--- config.mk ---
export PLATFORM = sky130hd
export DESIGN_NAME = uart_telemetry_framer
export DESIGN_NICKNAME = d
export VERILOG_FILES = /design/src/rtl/uart_telemetry_framer.sv
export SDC_FILE = /design/constraint.sdc
export NUM_CORES = 1
export LEC_CHECK = 0
export ABC_CLOCK_PERIOD_IN_PS = 3550
export CAP_MARGIN = 20
export CORE_ASPECT_RATIO = 1.4
export CORE_MARGIN = 2
export CORE_UTILIZATION = 50
export CTS_CLUSTER_SIZE = 20
export DETAILED_ROUTE_END_ITERATION = 8
export GPL_TIMING_DRIVEN = 0
export PLACE_DENSITY_LB_ADDON = 0.08
export SYNTH_ARGS = -nofsm -noshare
export SYNTH_HDL_FRONTEND = slang
export SYNTH_SLANG_ARGS = --single-unit
--- constraint.sdc ---
create_clock -name sys_clk -period 3.55 [get_ports sys_clk]
set_clock_uncertainty 0.05 [all_clocks]
set_input_delay 0.71 -clock sys_clk [delete_from_list [all_inputs] [get_ports sys_clk]]
set_output_delay 0.71 -clock sys_clk [all_outputs]
set_load 0.01 [all_outputs]
--- src/rtl/uart_telemetry_framer.sv ---
// uart_telemetry_framer: periodic SOF/count/data/[CSUM]/EOF frames on a uart_tx byte stream, echoing uart_rx bytes between frames.
// Define TELEM_CHECKSUM_EN to insert the 8-bit sum of the count and data bytes before 0D 0A.
module uart_telemetry_framer #(
  parameter int         NUM_CH     = 2,
  parameter int         DATA_W     = 12,
  parameter int         PERIOD_CYC = 100_000_000,
  parameter logic [7:0] SOF0       = 8'hAA,
  parameter logic [7:0] SOF1       = 8'h55
) (
  input  logic                     sys_clk,
  input  logic                     sys_rst_n,
  input  logic [NUM_CH*DATA_W-1:0] ch_data,
  input  logic                     frame_en,
  input  logic [7:0]               rx_data,
  input  logic                     rx_data_valid,
  output logic                     rx_data_ready,
  output logic [7:0]               tx_data,
  output logic                     tx_data_valid,
  input  logic                     tx_data_ready,
  output logic                     frame_busy,
  output logic                     frame_done,
  output logic                     frame_overrun
);
`ifdef TELEM_CHECKSUM_EN
  localparam int CS = 1;
`else
  localparam int CS = 0;
`endif
  localparam int         LEN   = 5 + 2*NUM_CH + CS;
  localparam int         CW    = $clog2(PERIOD_CYC);
  localparam logic [5:0] DLAST = 6'(2*NUM_CH + 2);
  localparam logic [5:0] LAST  = 6'(LEN - 1);
  typedef enum logic [1:0] {WAIT, ECHO, LOAD, SEND} state_t;
  state_t                 state_q, state_d;
  logic [CW-1:0]          cnt_q, cnt_d;
  logic                   pending_q, pending_d, done_q, ovr_q, tick, last_acc;
  logic [5:0]             idx_q, idx_d;
  logic [4:0]             k;
  logic [7:0]             echo_q, echo_d, fbyte;
  logic [15:0]            samp;
  logic [NUM_CH-1:0][15:0] shadow_q;
`ifdef TELEM_CHECKSUM_EN
  logic [7:0]             csum_q, csum_d;
  // Sum builds up as count and data bytes are accepted, so it is ready when its slot comes up.
  assign csum_d = state_q == LOAD ? 8'h00 :
                  (state_q == SEND && tx_data_ready && idx_q >= 6'd2 && idx_q <= DLAST) ? csum_q + fbyte : csum_q;
  always_ff @(posedge sys_clk or negedge sys_rst_n)
    if (!sys_rst_n) csum_q <= '0;
    else csum_q <= csum_d;
`endif
  assign tick          = frame_en && cnt_q == CW'(PERIOD_CYC - 1);
  assign rx_data_ready = state_q == WAIT;
  assign tx_data_valid = state_q == ECHO || state_q == SEND;
  assign tx_data       = state_q == SEND ? fbyte : echo_q;
  assign frame_busy    = state_q == LOAD || state_q == SEND;
  assign frame_done    = done_q;
  assign frame_overrun = ovr_q;
  always_comb begin
    k = 5'(idx_q - 6'd3);
    samp = '0;
    for (int c = 0; c < NUM_CH; c++) if (k[4:1] == 4'(c)) samp = shadow_q[c];
    fbyte = idx_q == 6'd0 ? SOF0 :
            idx_q == 6'd1 ? SOF1 :
            idx_q == 6'd2 ? 8'(NUM_CH) :
            idx_q <= DLAST ? (k[0] ? samp[7:0] : samp[15:8]) :
`ifdef TELEM_CHECKSUM_EN
            idx_q == DLAST + 6'd1 ? csum_q :
`endif
            idx_q == LAST - 6'd1 ? 8'h0D : 8'h0A;
  end
  always_comb begin
    state_d   = state_q;
    idx_d     = idx_q;
    echo_d    = echo_q;
    cnt_d     = (!frame_en || tick) ? '0 : cnt_q + 1'b1;
    pending_d = tick || (pending_q && state_q != LOAD);
    last_acc  = state_q == SEND && tx_data_ready && idx_q == LAST;
    case (state_q)
      // A pending or same-cycle tick beats an rx byte, which then waits upstream.
      WAIT: if (pending_q || tick) state_d = LOAD;
            else if (rx_data_valid) begin
              echo_d  = rx_data;
              state_d = ECHO;
            end
      ECHO: if (tx_data_ready) state_d = WAIT;
      LOAD: begin
        idx_d   = '0;
        state_d = SEND;
      end
      SEND: if (tx_data_ready) begin
        idx_d   = idx_q + 6'd1;
        state_d = last_acc ? WAIT : SEND;
      end
      default: state_d = WAIT;
    endcase
  end
  always_ff @(posedge sys_clk or negedge sys_rst_n)
    if (!sys_rst_n) begin
      state_q   <= WAIT;
      cnt_q     <= '0;
      pending_q <= 1'b0;
      idx_q     <= '0;
      echo_q    <= '0;
      done_q    <= 1'b0;
      ovr_q     <= 1'b0;
      shadow_q  <= '0;
    end else begin
      state_q   <= state_d;
      cnt_q     <= cnt_d;
      pending_q <= pending_d;
      idx_q     <= idx_d;
      echo_q    <= echo_d;
      done_q    <= last_acc;
      ovr_q     <= tick && pending_q && state_q != LOAD;
      if (state_q == LOAD)
        for (int c = 0; c < NUM_CH; c++) shadow_q[c] <= 16'(ch_data[c*DATA_W +: DATA_W]);
    end
endmodule

==> results of run 1 <==
==> sequential cells by signal, indices dropped and copies added (netlist names) <==
signal and flops:
idx_q 6, echo_q 8, frame_done 1, shadow_q 24
frame_overrun 1, cnt_q 27, pending_q 1, state_q 2
==> cell type report <==
type,instances,share of cell area (%)
multi-input combinational,238,39.5
sequential,70,38.4
timing repair buffer,50,10.8
clock buffer,11,3.32
buffer,21,2.69
tap,97,2.66
clock inverter,5,1.78
inverter,9,0.823
==> worst paths after layout <==
| check | from | end | depth (start not counted) | slack, ns |
|---|---|---|---|---|
| max in group asynchronous | sys_rst_n | cnt_q[14]$_DFF_PN0_ | 1 | 2.44 |
| min reg2reg | cnt_q[0]$_DFF_PN0_ | cnt_q[0]$_DFF_PN0_ | 1 | 0.43 |
| min | sys_rst_n | shadow_q[21]$_DFFE_PN0P_ | 1 | 0.42 |
| min in group sys_clk | cnt_q[0]$_DFF_PN0_ | cnt_q[0]$_DFF_PN0_ | 1 | 0.43 |
| max | idx_q[0]$_DFFE_PN0P_ | tx_data[2] | 8 | 0.12 |
| max reg2reg | cnt_q[0]$_DFF_PN0_ | cnt_q[20]$_DFF_PN0_ | 7 | 1.54 |
==> metrics by stage <==
step / hold slack (ns) / util (%) / power [uW] / setup TNS [ns]
6_report: 0.421 / 62.7 / 3440 / 0
5_1_grt: 0.444 / 62.7 / 3650 / 0
4_1_cts: 0.432 / 62.4 / 3440 / 0
3_5_place_dp: 0.419 / 59.0 / 2660 / -1.20
3_3_place_gp: 0.414 / 59.1 / 2620 / -51.70
2_1_floorplan: 0.364 / - / 2110 / 0
==> worst max-delay path, stage by stage, from the launching register on <==
cell and delay [ns]:
dfrtp_1 0.39, buf_6 0.14, clkinvlp_4 0.13, ha_1 0.27
nand3b_1 0.24, o32a_1 0.28, a32oi_1 0.26, o21ai_0 0.12
clkdlybuf4s50_1 0.49
==> layer usage <==
metal,part of all wire [%],GRT usage [%],vias to the layer above
li1,-,-,1377
met1,40,24.9,1398
met2,54,41.1,65
met3,3.4,5.48,17
met4,2.8,11.6,0
met5,0,0,-
==> report_power, final <==
| part | switching (uW) | internal [uW] | leakage [uW] | total (uW) |
|---|---|---|---|---|
| Clock | 316 | 434 | 0.000116 | 750 |
| Combinational | 730 | 823 | 0.000840 | 1550 |
| Sequential | 127 | 1020 | 0.000897 | 1140 |
==> what timing repair did <==
item / CTS / global route
pin swaps: 0 / 2
buffers inserted: 0 / 2
resized for setup: 4 / 3
endpoints found under the setup margin: 8 / 8
hold buffers: 0 / 0
==> logic make-up after synthesis <==
group	after synthesis	synth area share (%)
xor+xnor	14	3.32
mux	40	13.4
fa+ha+maj	5	1.69
simple gates	112	17.8
compound gates	67	12.1
buf+inv	31	4.14
flops	70	47.5
==> layout by cell type (no fill, tap or decap), types with 4 or more instances in the layout <==
cell type,synthesis,routed
mux2_2,36,36
buf_4,2,5
clkbuf_1,12,10
nand2_1,15,15
nor2_1,20,20
o31ai_1,8,8
xnor2_1,5,5
clkdlybuf4s50_1,0,47
xor2_1,9,9
a21oi_1,16,16
buf_2,5,5
clkbuf_8,0,11
dfrtp_1,70,70
nand4_1,11,11
mux4_2,4,4
ha_1,5,4
and4_1,7,7
o21ai_0,19,19
and3_1,4,4
nand3_1,15,15
or4_1,9,9
or3_1,5,5
inv_1,9,8
nor4_1,4,4
buf_6,3,4
a32oi_1,4,4
==> impl_metrics.tcl, run 1 <==
set metrics [dict create \
    post-synth-top-count-cell "dfrtp_1" \
    slew_headroom_pct 40.4 \
    drive_gt1_share_pct 20.3 \
    power_leakage_uw 0.00185 \
    dr.first_iter.drc_count 256 \
    yosys-top-cells-count "dfrtp_1 (70), mux2_2 (36), nor2_1 (20)" \
    cts.clk_slew.worst_paths_ns 0.08 \
    avgSynthCellArea_sq_um 10.9 \
    setup_viol 0 \
    netlist_area_sq_mm 0.00369 \
    status "completed" \
    grt_use_total_pct 22.8 \
    antenna_found_initial 0 \
    yosys.area.top_type_share_pct 47.5 \
    dp.cells 484 \
    place_hpwl_mm 6.33 \
    postRouteAntennaNets 0 \
    yosysWarnings 0 \
    syn_inst 339 \
    die_area_sq_mm 0.00810 \
    placed_cell_area_sq_mm 0.00429 \
    critPathRequiredTime_ns 2.79 \
    io_pins 50 \
    cp.arrival_ns 2.67 \
    crit_path_start_kind "register" \
    yosysSeqAreaShare_pct 47.5 \
    fin_ws_ns 0.118 \
    ys_types 54 \
    grt_pass1_wl_mm 14.3 \
    worst_pin_slew_ns 0.894 \
    hold_violations 0 \
    post-synth-top-area-cell "dfrtp_1" \
    drt_drc_violations_left 0 \
    p_per_area_mw_per_mm2 756 \
    cp_max_fo 6 \
    drv_cap 0 \
    drv_slew 0 \
    grt_pass1_vias 2993 \
    grt_setup_unrepaired "false" \
    fmax_mhz 291 \
    ys.flop_type "dfrtp_1" \
    pre_cts_ws_ns -0.309 \
    vias 2857 \
    end_kind "output port" \
    final_area_sq_mm 0.00456 \
    cts_num_sinks 70 \
    core_area_sq_mm 0.00727 \
    rows 37 \
    n_fill_cell 606 \
    synth-seq-cells 70 \
    globalplace.congestion 0.850 \
    final_cells 501 \
    numCtsBuffers 9 \
    htreeDepth 3 \
    finalCritPeriodShare_pct 96.7 \
    portBuffers 48 \
    grt.overflow.total 0 \
    clk_path_buf_depth 2 \
    wl_mm 8.62 \
    min_path_type "in2async" \
    synth_edf_count 0 \
    fp.dieH_um 106 \
    ff_latch_area_sq_mm 0.00175 \
    diodes 0 \
    path_class "reg2out" \
    cts-root-buf "clkbuf_8" \
    via_per_inst 5.70 \
    synthToLayoutAreaGrowth_pct 23.5 \
    synth_nets 381 \
    grt_max_degree 71 \
    dieWidth_um 76.6 \
    wl_per_cell_um 17.2 \
    postSynth.asyncResetShare_pct 100 \
    fin_crit_ns 3.43 \
    start_util_pct 50.8 \
    cts_tree "built" \
    multi_input_area_sq_mm 0.00180 \
    ys_top_cells_by_area "dfrtp_1 (47%), mux2_2 (11%), o21ai_0 (2.6%)" \
    drtPass1Iterations 4 \
    nNetsFinal 441 \
    clk_latency_ns 0.35 \
    peakVddDrop_uv 318 \
]
Power figures use the tool's default switching activity.
==> inputs of run 2 (changes only) <==
CORE_UTILIZATION = 55   (was 50)
==> run 2 against run 1 <==
Die area down 8.7%. Register-to-register slack better by 0.06 ns. Via count up 1.8%. Sequential power about the same. Clock power down 19%. Sequential cell count unchanged. Global-route usage up 0.79 points. Sequential share of layout area up 0.55 points. Wire length down 3.0%. Largest cell class unchanged. Highest routed layer unchanged.
==> impl_metrics.tcl, run 2 (synthesized netlist as in run 1, its figures left out) <==
set metrics [dict create \
    place_hpwl_mm 5.97 \
    htreeDepth 3 \
    final_area_sq_mm 0.00449 \
    final_cell_mix "dfrtp_1 (70), clkdlybuf4s50_1 (45), mux2_2 (36)" \
    diodes 0 \
    grt_pass1_wl_mm 13.2 \
    cts.clk_slew.worst_paths_ns 0.09 \
    dr.first_iter.drc_count 188 \
    numCtsBuffers 9 \
    grt_use_total_pct 23.6 \
    status "completed" \
    grt_pass1_vias 2793 \
    hold_violations 0 \
    drtPass1Iterations 4 \
    path_buf_inv 3 \
    core_area_sq_mm 0.00653 \
    antenna_found_initial 0 \
    cts_hold_buffers 0 \
    min_path_type "in2async" \
    globalplace.congestion 0.876 \
    grt_max_degree 71 \
    fin_crit_ns 3.45 \
    portBuffers 48 \
    die_area_sq_mm 0.00739 \
    critPathSlowestCell "mux4_2" \
    start_util_pct 56.6 \
    worst_pin_slew_ns 0.886 \
    top_regs "cnt_q: 27 flops, shadow_q: 24 flops, echo_q: 8 flops" \
    critPathRequiredTime_ns 2.79 \
    cp_top_family "buffers and inverters" \
    clk_latency_ns 0.35 \
    crit_chain "buf_6 -> clkinvlp_4 -> ha_4 -> mux4_2 -> o221ai_1 -> a21oi_1 -> clkdlybuf4s50_1" \
    vias 2907 \
    dp.cells 461 \
    cp.arrival_ns 2.69 \
    postRouteAntennaNets 0 \
    fmax_mhz 290 \
    wl_mm 8.36 \
    final_cells 479 \
    drv_cap 0 \
    crit_path_max_incr_delay_ns 0.55 \
    via_per_inst 6.07 \
    grt.overflow.total 0 \
    p_per_area_mw_per_mm2 738 \
    drive_gt1_share_pct 20.7 \
    peakVddDrop_uv 373 \
    fin_util_pct 68.9 \
    cts-root-buf "clkbuf_8" \
    cts_tree "built" \
    nNetsFinal 442 \
    crit_path_start_kind "register" \
    drt_drc_violations_left 0 \
    io_pins 50 \
    final_common_cell "dfrtp_1" \
    placed_cell_area_sq_mm 0.00426 \
    fin_tns_setup_ns 0 \
    total_power_uw 3320 \
    drv_slew 0 \
    dieWidth_um 73.2 \
    setup_viol 0 \
    synthToLayoutAreaGrowth_pct 21.8 \
    cp_max_fo 9 \
    path_class "reg2out" \
    largest_reg_flops 27 \
    power_leakage_uw 0.00185 \
    finalCritPeriodShare_pct 97.2 \
    end_kind "output port" \
    clk_path_buf_depth 2 \
    fp.dieH_um 101 \
    rows 35 \
    wl_per_cell_um 17.5 \
    max_flop_register "cnt_q" \
    slew_headroom_pct 40.9 \
    cts_num_sinks 70 \
]
run 2: cell types whose count changed in the layout (fill, tap and decap cells not counted), sizes merged:
cell           before  now
buf                14   15
clkinv              2    1
dlymetal6s2s        0    2
clkdlybuf4s50      47   45
clkbuf             21   20
clkinvlp            2    4
bufinv              2    0
inv                 8   10
run 2: report_power, final:
| group | total (uW) | switching (uW) | internal (uW) |
|---|---|---|---|
| sequential | 1140 | 124 | 1010 |
| clock | 611 | 334 | 276 |
| combinational | 1570 | 732 | 834 |
| total | 3320 | 1190 | 2120 |
run 2: routing by layer:
| layer | GRT usage, % | up-vias | wire, um |
|---|---|---|---|
| met1 | 25.9 | 1420 | 3310 |
| met3 | 3.60 | 18 | 321 |
| li1 | - | 1390 | - |
| met2 | 42.8 | 79 | 4470 |
| met5 | 0 | - | 0 |
| met4 | 12.4 | 0 | 257 |
run 2: cell type report:
| class | instances | area, sq um |
|---|---|---|
| flip-flops and latches | 70 | 1750 |
| inverters | 9 | 37.5 |
| plain buffers | 21 | 123 |
| well taps | 74 | 92.6 |
| clock inverters | 6 | 45.0 |
| multi-input cells | 238 | 1800 |
| fillers | 520 | 2030 |
| clock buffers | 10 | 138 |
| repair buffers | 51 | 505 |
run 2: metrics by stage:
stage | setup WS (ns) | hold slack, ns
floorplan | 0.599 | 0.364
global placement | -0.663 | 0.424
detailed placement | -0.308 | 0.420
CTS | 0.0188 | 0.432
global route | -0.00817 | 0.454
finish | 0.0993 | 0.414
run 2: worst paths after layout:
kind	startpoint	endpoint	slack, ns	cells past startpoint
hold reg to reg	cnt_q[0]$_DFF_PN0_	cnt_q[0]$_DFF_PN0_	0.43	1
min in group sys_clk	cnt_q[0]$_DFF_PN0_	cnt_q[0]$_DFF_PN0_	0.43	1
setup reg to reg	cnt_q[0]$_DFF_PN0_	cnt_q[21]$_DFF_PN0_	1.60	7
max in group asynchronous	sys_rst_n	cnt_q[16]$_DFF_PN0_	2.43	1
hold / removal	sys_rst_n	shadow_q[23]$_DFFE_PN0P_	0.41	1
setup / recovery	idx_q[0]$_DFFE_PN0P_	tx_data[3]	0.1	7
run 2: repair_timing:
action / 4_1_cts / 5_1_grt
gates resized for setup: 4 / 6
setup endpoints to repair: 8 / 8
setup buffers: 0 / 3
pin swaps: 0 / 3
